==> src/rtl/bp_tlb_miss_arbiter.sv <==
// bp_tlb_miss_arbiter
// Shares one page-table walker between the ITLB and DTLB miss paths.
// Misses are granted one at a time, round-robin on ties. The block drives
// the walk request and response handshake, then routes the fill or fault
// back to the TLB that missed. A flush kills any walk in flight and pulses
// a clear to both TLBs. Walks are counted per source with saturating counters.
//
// state  | meaning
// -------+-------------------------------------------------------------
// S_IDLE | no walk in flight; a miss may be granted this cycle
// S_REQ  | walk request presented to the PTW, waiting for ready
// S_WAIT | walk issued, waiting for the response (kill_r marks a flushed walk)
// S_RESP | one cycle: fill or fault driven to the originating TLB
module bp_tlb_miss_arbiter #(
  parameter int vtag_width_p  = 27,
  parameter int ptag_width_p  = 28,
  parameter int entry_width_p = 34,
  parameter int count_width_p = 16
) (
  input  logic                     clk_i,
  input  logic                     reset_n_i,
  input  logic                     flush_i,

  input  logic                     itlb_miss_v_i,
  input  logic [vtag_width_p-1:0]  itlb_miss_vtag_i,
  output logic                     itlb_miss_yumi_o,

  input  logic                     dtlb_miss_v_i,
  input  logic [vtag_width_p-1:0]  dtlb_miss_vtag_i,
  output logic                     dtlb_miss_yumi_o,

  output logic                     ptw_req_v_o,
  output logic [vtag_width_p-1:0]  ptw_req_vtag_o,
  output logic                     ptw_req_src_o,
  input  logic                     ptw_req_ready_i,

  input  logic                     ptw_resp_v_i,
  input  logic                     ptw_resp_fault_i,
  input  logic [entry_width_p-1:0] ptw_resp_entry_i,

  output logic [vtag_width_p-1:0]  fill_vtag_o,
  output logic [entry_width_p-1:0] fill_entry_o,
  output logic                     itlb_fill_v_o,
  output logic                     dtlb_fill_v_o,
  output logic                     itlb_fault_v_o,
  output logic                     dtlb_fault_v_o,
  output logic                     itlb_clear_o,
  output logic                     dtlb_clear_o,

  output logic                     busy_o,
  output logic [count_width_p-1:0] itlb_walk_count_o,
  output logic [count_width_p-1:0] dtlb_walk_count_o
);

  // The physical tag travels inside the leaf entry, so it must fit there.
  if (ptag_width_p > entry_width_p) begin : g_bad_ptag_width
    $error("ptag_width_p must not exceed entry_width_p");
  end

  typedef enum logic [1:0] {
    S_IDLE = 2'd0,
    S_REQ  = 2'd1,
    S_WAIT = 2'd2,
    S_RESP = 2'd3
  } state_e;

  state_e state_r, state_n;

  logic                     prio_r;
  logic                     kill_r;
  logic                     src_r;
  logic                     fault_r;
  logic                     clear_r;
  logic [vtag_width_p-1:0]  vtag_r;
  logic [entry_width_p-1:0] entry_r;
  logic [count_width_p-1:0] itlb_cnt_r;
  logic [count_width_p-1:0] dtlb_cnt_r;

  logic grant_v;
  logic grant_src;
  logic resp_accept;

  // Round-robin grant: lone requester wins, prio_r breaks a tie (0 = ITLB).
  always_comb begin
    grant_v   = (state_r == S_IDLE) && !flush_i && (itlb_miss_v_i || dtlb_miss_v_i);
    grant_src = dtlb_miss_v_i && (!itlb_miss_v_i || prio_r);
  end

  // A response is only taken in WAIT and only if the walk was not flushed.
  assign resp_accept = (state_r == S_WAIT) && ptw_resp_v_i && !kill_r && !flush_i;

  // State register.
  always_ff @(posedge clk_i or negedge reset_n_i) begin
    if (!reset_n_i) state_r <= S_IDLE;
    else            state_r <= state_n;
  end

  // Next-state logic.
  always_comb begin
    state_n = state_r;
    unique case (state_r)
      S_IDLE: if (grant_v) state_n = S_REQ;
      S_REQ: begin
        if (flush_i)              state_n = S_IDLE;
        else if (ptw_req_ready_i) state_n = S_WAIT;
      end
      S_WAIT: begin
        if (ptw_resp_v_i) state_n = resp_accept ? S_RESP : S_IDLE;
      end
      S_RESP: state_n = S_IDLE;
      default: state_n = S_IDLE;
    endcase
  end

  // Outputs decoded from state and the latched walk context.
  always_comb begin
    itlb_miss_yumi_o = grant_v && !grant_src;
    dtlb_miss_yumi_o = grant_v &&  grant_src;
    // A flush withdraws the request in the same cycle so no walk can start.
    ptw_req_v_o      = (state_r == S_REQ) && !flush_i;
    ptw_req_vtag_o   = vtag_r;
    ptw_req_src_o    = src_r;
    itlb_fill_v_o    = (state_r == S_RESP) && !src_r && !fault_r;
    dtlb_fill_v_o    = (state_r == S_RESP) &&  src_r && !fault_r;
    itlb_fault_v_o   = (state_r == S_RESP) && !src_r &&  fault_r;
    dtlb_fault_v_o   = (state_r == S_RESP) &&  src_r &&  fault_r;
    busy_o           = (state_r != S_IDLE);
  end

  assign fill_vtag_o       = vtag_r;
  assign fill_entry_o      = entry_r;
  assign itlb_clear_o      = clear_r;
  assign dtlb_clear_o      = clear_r;
  assign itlb_walk_count_o = itlb_cnt_r;
  assign dtlb_walk_count_o = dtlb_cnt_r;

  // Grant context: vtag/src latched, priority flipped to the other source.
  always_ff @(posedge clk_i or negedge reset_n_i) begin
    if (!reset_n_i) begin
      vtag_r <= '0;
      src_r  <= 1'b0;
      prio_r <= 1'b0;
    end else if (grant_v) begin
      vtag_r <= grant_src ? dtlb_miss_vtag_i : itlb_miss_vtag_i;
      src_r  <= grant_src;
      prio_r <= !grant_src;
    end
  end

  // Kill flag: set by a flush while waiting, cleared once the walk retires.
  always_ff @(posedge clk_i or negedge reset_n_i) begin
    if (!reset_n_i)                                kill_r <= 1'b0;
    else if (state_n == S_IDLE)                    kill_r <= 1'b0;
    else if ((state_r == S_WAIT) && flush_i)       kill_r <= 1'b1;
  end

  // Walk result capture for the RESP cycle.
  always_ff @(posedge clk_i or negedge reset_n_i) begin
    if (!reset_n_i) begin
      entry_r <= '0;
      fault_r <= 1'b0;
    end else if (resp_accept) begin
      entry_r <= ptw_resp_entry_i;
      fault_r <= ptw_resp_fault_i;
    end
  end

  // TLB clear is a one-cycle-delayed copy of the flush request.
  always_ff @(posedge clk_i or negedge reset_n_i) begin
    if (!reset_n_i) clear_r <= 1'b0;
    else            clear_r <= flush_i;
  end

  // Saturating per-source grant counters.
  always_ff @(posedge clk_i or negedge reset_n_i) begin
    if (!reset_n_i) begin
      itlb_cnt_r <= '0;
      dtlb_cnt_r <= '0;
    end else if (grant_v) begin
      if (!grant_src && (itlb_cnt_r != '1)) itlb_cnt_r <= itlb_cnt_r + 1'b1;
      if ( grant_src && (dtlb_cnt_r != '1)) dtlb_cnt_r <= dtlb_cnt_r + 1'b1;
    end
  end

endmodule

==> config.mk <==
export PLATFORM = sky130hd
export DESIGN_NAME = bp_tlb_miss_arbiter
export DESIGN_NICKNAME = d
export VERILOG_FILES = /design/src/rtl/bp_tlb_miss_arbiter.sv
export SDC_FILE = /design/constraint.sdc
export NUM_CORES = 1
export LEC_CHECK = 0
export CORE_ASPECT_RATIO = 0.8
export CORE_UTILIZATION = 25
export CTS_BUF_LIST = sky130_fd_sc_hd__clkbuf_8
export DETAILED_ROUTE_END_ITERATION = 8
export PLACE_DENSITY = 0.54
export SLEW_MARGIN = 10
export SYNTH_ARGS = -nofsm -noshare
export SYNTH_HDL_FRONTEND = slang
export SYNTH_SLANG_ARGS = --single-unit
==> constraint.sdc <==
create_clock -name clk_i -period 2.45 [get_ports clk_i]
set_input_delay 0.49 -clock clk_i [delete_from_list [all_inputs] [get_ports clk_i]]
set_output_delay 0.49 -clock clk_i [all_outputs]
set_load 0.1 [all_outputs]
==> results.md, run 1 <==
- Post-synth EDFFs: 0
- Post-synthesis sequential area ratio: 0.575
- Clk root buf: clkbuf_8
- CP cell instances: clkdlybuf4s50_1 -> nand2b_1 -> nand3_4 -> clkinv_1 -> buf_12
- Placer congestion estimate: 0.805
- Post-CTS Hold Fix Bufs: 0
- Ports: 227
- Seq cells post-synth: 100
- Minimum clock period: 2.22 ns
- Antenna violations before repair: 0
- Max incr delay on CP: 0.51 ns
- Top-area cell type share of the netlist area: 0.575
- Slew Limit Fails: 0
- Nets: 660
- Max transition margin: 0.559
- CP Max Fanout: 6
- R2R Setup Slk: 0.43 ns
- Cell family with most CP delay: buffers and inverters
- Design Area, Final: 0.00677 mm2
- CP arrival: 1.73 ns
- Total GRT Usage: 0.140
- Die Height: 120 um
- DRC errors left: 0
- Syn nets: 448
- CP bufs+invs: 3
- Post-Route WL: 12.4 mm
- Routed Antenna Nets: 0
- Synthesized cell area: 0.00435 mm2
- DP Area: 0.00656 mm2
- Final Hold Fails: 0
- H-tree depth: 3
- CTS tree: yes
- Placed wire-length estimate: 9.43 mm
- Post-CTS Setup Inserts: 0
- Yosys Warn Count: 0
- Largest net degree at the start of global routing: 49
- Hold Worst Slack: 0.138 ns
- Slew @ Worst Pin: 0.661 ns
- Post-synthesis async set-or-reset flop share: 1.00
- Wire per inst: 15.8 um
- Critical path class: input pin to primary output
- First-pass GRT wire length: 19.2 mm
- FF-to-FF End: dtlb_walk_count_o[7]$_DFFE_PN0P_
- Cells on worst reg2reg path: 7
- N_diodes: 0
- Post-route setup TNS: 0 ns
- Hold Path Class: input pin to asynchronous set/reset pin
- Clk Latency, worst-skew pair: 0.38 ns
- Unrepaired setup endpoints after global routing: no
- Area contributors post-synth: dfrtp_1 (58%), mux2_2 (9.6%), a222oi_1 (6.2%), buf_4 (4.8%), xnor2_1 (3.8%)
- CP required: 1.96 ns
- Vias: 3537
- GR Overflow Total: 0
- 1st-pass router iterations: 5
- Critical Path Sink Type: primary output
- Row count: 42
- Total of max-cap violations: 0
- Initial drt markers: 195
- Startpoint types: input pin
- Critical path's slowest cell: clkdlybuf4s50_1
- Num CTS Buffers: 9
- Post-CTS sizing: 0
- Area leader, netlist: dfrtp_1
- Setup violators final: 0
- Count of cell types in the netlist: 38
- Via density per instance: 4.49
- Die ar.: 0.0179 mm2
- Max Buffers Root-to-Sink: 2
- Starting density of the core: 0.260
- Outcome: complete, no violations
- Setup ws final: 0.226 ns
- Pre-CTS WS: 0.0965 ns
- Fmax: 0.450 GHz
- Clock slew at reported path FFs: 0.09 ns
- Cells after synthesis: 350
- Vias in the first global route: 3572
- Avg Cell Area, Syn: 12.4 um2
- P&R area growth vs syn: 55.5%
- Total core area: 0.0168 mm2
- Number of port buffers: 226
- Share of cells above drive strength 1: 0.386
- Period utilisation layout: 0.908
- Most used DFF post-synth: dfrtp_1
- Die width: 150 um
- CTS Sinks: 100
- Reg2Reg Launch Point: dtlb_walk_count_o[0]$_DFFE_PN0P_
- Clock skew: 0.0103 ns
[flip-flops by register name, indices dropped and copies added (netlist names)]
signal / flops
dtlb_clear_o: 1
dtlb_walk_count_o: 16
fault_r: 1
fill_entry_o: 34
fill_vtag_o: 27
itlb_walk_count_o: 16
kill_r: 1
prio_r: 1
ptw_req_src_o: 1
state_r: 2
[final cells by class]
cell class	count	area, um2
clock buffers	10	138
clock inverters	6	63.8
fillers	1611	10000
inverters	30	113
multi-input cells	179	1490
flip-flops and latches	100	2500
well taps	220	275
repair buffers	242	2180
[Yosys cell counts, types with 2 or more instances]
library cell and n:
a222oi_1 27, and3_1 5, and4_1 2, buf_2 6, buf_4 28, clkbuf_1 6
dfrtp_1 100, ha_1 2, inv_1 29, mux2_2 37, nand2_1 13, nand2b_1 2
nand3_1 13, nand4_1 13, nor2_1 10, nor2_2 3, nor3_1 3, nor4_1 2
o21ai_0 2, xnor2_1 19, xor2_1 11
[worst max path at each step]
stage,start,endpoint,slack (ns),cells past startpoint
CTS,itlb_miss_v_i,dtlb_miss_yumi_o,0.18,5
floorplan,ptw_req_src_o$_DFFE_PN0P_,dtlb_fault_v_o,-0.50,2
finish,itlb_miss_v_i,dtlb_miss_yumi_o,0.23,5
global route,itlb_miss_v_i,dtlb_miss_yumi_o,0.12,5
global placement,flush_i,dtlb_walk_count_o[10]$_DFFE_PN0P_,0.15,6
detailed placement,flush_i,dtlb_walk_count_o[10]$_DFFE_PN0P_,0.1,6
[metal layers]
metal	wire [um]	track usage	up-vias
met5	0	0	-
li1	-	-	1646
met1	5150	0.168	1736
met4	158	0.0459	0
met3	1040	0.0464	10
met2	6080	0.234	145
[stage by stage]
stage                     utilization  instances
after floorplan                     -        350
after global placement          0.392        771
after detailed placement        0.392        771
after CTS                       0.404        787
after global routing            0.404        787
final                           0.404        787
[cell usage in the layout (no fill, tap or decap), types with 2 or more instances in the layout]
cell type,netlist,routed
buf_12,0,10
clkbuf_8,0,10
nor2_2,3,3
nand4_1,13,13
mux2_2,37,37
nor4_1,2,2
clkinv_2,0,2
ha_1,2,2
nand2_1,13,13
nor3_2,0,2
buf_4,28,138
clkinvlp_4,0,2
clkdlybuf4s50_1,0,94
xor2_1,11,11
nor2_1,10,10
xnor2_1,19,19
a222oi_1,27,27
and4_1,2,2
dfrtp_2,0,2
and3_1,5,5
nand3_1,13,12
inv_1,29,29
dfrtp_1,100,98
nand2b_1,2,2
[kinds of logic (layout without fill, tap and decap cells)]
kind of cell / count (synthesis) / count (layout) / share of synthesized area
flip-flops: 100 / 100 / 0.575
AND/OR/NAND/NOR: 76 / 76 / 0.103
buffers and inverters: 71 / 288 / 0.0871
multiplexers: 37 / 37 / 0.0957
AO/OA/AOI/OAI: 34 / 34 / 0.0733
XOR/XNOR: 30 / 30 / 0.0604
adder cells (fa/ha/maj): 2 / 2 / 0.00575
Power of run 1 is left out: the tool's default activity adds up to more than one toggle a clock period on the data nets, which glitch-free logic cannot reach.
==> run 2, diff against run 1 <==
Settings changed: CORE_UTILIZATION 25 to 41, PLACE_DENSITY 0.54 to 0.82.
==> run 2 against run 1 <==
Compared with the run above:
- maximum frequency shrank 2.9%
- cell count decreased by 11%
- first-iteration DRC count rose by 13%
- sequential share of layout area is 1.1 points higher
- die area decreased by 39%
- worst setup slack got worse by 0.067 ns
- clock-buffer cell count shrank 1
- routed wire length fell by 7.5%
- sequential cell count did not move
- critical endpoint is now itlb_miss_yumi_o
==> results.md, run 2 (synthesized netlist as in run 1, its figures left out) <==
- Period utilisation layout: 0.935 (+0.0272)
- Vias: 3539 (+0.057%)
- Hold Worst Slack: 0.0809 ns (-0.0567 ns)
- Setup violators final: 0 (unchanged)
- Fin cells: 701 (-11%)
- Share of cells above drive strength 1: 0.378 (-0.00835)
- Outcome: complete, no violations
- N_diodes: 0 (unchanged)
- Die width: 117 um (-22%)
- Post-CTS Hold Fix Bufs: 0 (unchanged)
- Routed Antenna Nets: 0 (unchanged)
- Hold Path Class: input pin to asynchronous set/reset pin
- FF-to-FF End: dtlb_walk_count_o[1]$_DFFE_PN0P_
- Final Hold Fails: 0 (unchanged)
- Clk Latency, worst-skew pair: 0.36 ns (-0.02 ns)
- Clock skew: 0.00349 ns (-0.00682 ns)
- Total core area: 0.0103 mm2 (-39%)
- CP Max Fanout: 8 (+2)
- CTS Sinks: 100 (unchanged)
- Number of port buffers: 226 (unchanged)
- Post-CTS Setup Inserts: 0 (unchanged)
- Nets: 654 (-0.91%)
- Slew @ Worst Pin: 0.606 ns (-0.0544 ns)
- Cells on worst reg2reg path: 6 (-1)
- Pre-CTS WS: 0.0301 ns (-0.0665 ns)
- Area of the multi-input gates: 0.00149 mm2 (-0.33%)
- DP Area: 0.00635 mm2 (-3.2%)
- Starting density of the core: 0.423 (+0.164)
- Max FFs per register: 34 (unchanged)
- CP arrival: 1.80 ns (+0.07 ns)
- GR Overflow Total: 0 (unchanged)
- Max transition margin: 0.592 (+0.0326)
- Placer congestion estimate: 0.860 (+6.9%)
- Fillers: 821 (-49%)
- Startpoint types: input pin
- Design Area, Final: 0.00658 mm2 (-2.8%)
- Most frequent cells in the layout: buf_4 (137), dfrtp_1 (98), clkdlybuf4s50_1 (94)
- R2R Setup Slk: 0.42 ns (about the same)
- Critical path class: input pin to primary output
- Post-CTS sizing: 0 (unchanged)
- Via density per instance: 5.05 (+12%)
- Row count: 33 (-21%)
- Dpl cells: 685 (-11%)
- Slew Limit Fails: 0 (unchanged)
- FF/Latch Area: 0.00250 mm2 (unchanged)
- CTS tree: yes
- Largest net degree at the start of global routing: 40 (-18%)
- Critical Path Sink Type: primary output
- Clock slew at reported path FFs: 0.09 ns (about the same)
- Post-Route WL: 11.5 mm (-7.5%)
- P&R area growth vs syn: 51.1%
- Unrepaired setup endpoints after global routing: no
- Wire per inst: 16.4 um (+3.9%)
- Total GRT Usage: 0.205 (+0.0646)
- Fmax: 0.437 GHz (-2.9%)
- DRC errors left: 0 (unchanged)
- Total of max-cap violations: 0 (unchanged)
- Max Buffers Root-to-Sink: 2 (unchanged)
- Antenna violations before repair: 0 (unchanged)
- Num CTS Buffers: 9 (unchanged)
- Die ar.: 0.0110 mm2 (-39%)
- Clk root buf: clkbuf_8
- Die Height: 94.1 um (-22%)
- Setup ws final: 0.160 ns (-0.0667 ns)
- First-pass GRT wire length: 17.0 mm (-12%)
- Placed wire-length estimate: 8.78 mm (-6.9%)
- Ports: 227 (unchanged)
- Reg2Reg Launch Point: dtlb_walk_count_o[0]$_DFFE_PN0P_
- 1st-pass router iterations: 6 (+1)
- H-tree depth: 3 (unchanged)
- Initial drt markers: 220 (+13%)
- Minimum clock period: 2.29 ns (+0.0667 ns)
- CP required: 1.96 ns (about the same)
- Vias in the first global route: 3463 (-3.1%)
- Most common cell after layout, fill and taps aside: buf_4
-- run 2: changes by cell type in the layout (fill, tap and decap cells not counted), sizes merged --
cell / change
buf: -6
clkinv: -2
bufinv: +1
clkbuf: -1
clkinvlp: +1
inv: +1
-- run 2: worst max-delay path, stage by stage --
cell and delay [ns]:
clkdlybuf4s50_1 0.47, nor3_4 0.26, and3_2 0.37, buf_12 0.20
-- run 2: cell type report --
class,instances,share of cell area
repair buffers,236,0.315
clock inverters,7,0.0152
well taps,140,0.0266
multi-input cells,179,0.226
clock buffers,9,0.0188
inverters,30,0.0171
flip-flops and latches,100,0.381
-- run 2: per-layer routing --
metal / vias up / share of wire / GRT usage
met2: 162 / 0.51 / 0.346
met4: 0 / 0.014 / 0.0549
met3: 13 / 0.095 / 0.0826
li1: 1628 / - / -
met1: 1736 / 0.38 / 0.240
met5: - / 0 / 0
-- run 2: worst max-delay path by stage --
stage | from | cells after the start | slack [ns] | to
after floorplan | ptw_req_src_o$_DFFE_PN0P_ | 2 | -0.50 | dtlb_fault_v_o
after global placement | flush_i | 6 | 0.12 | dtlb_walk_count_o[10]$_DFFE_PN0P_
after detailed placement | flush_i | 6 | 0.03 | dtlb_walk_count_o[10]$_DFFE_PN0P_
after CTS | flush_i | 4 | 0.16 | itlb_miss_yumi_o
after global routing | flush_i | 4 | 0.1 | itlb_miss_yumi_o
final | flush_i | 4 | 0.16 | itlb_miss_yumi_o
-- run 2: through the flow --
stage               TNS, ns   util
detailed placement        0  0.618
floorplan             -1.33      -
global route              0  0.640
finish                    0  0.640
CTS                       0  0.640
global placement          0  0.618
Power of run 2 is left out for the same reason.
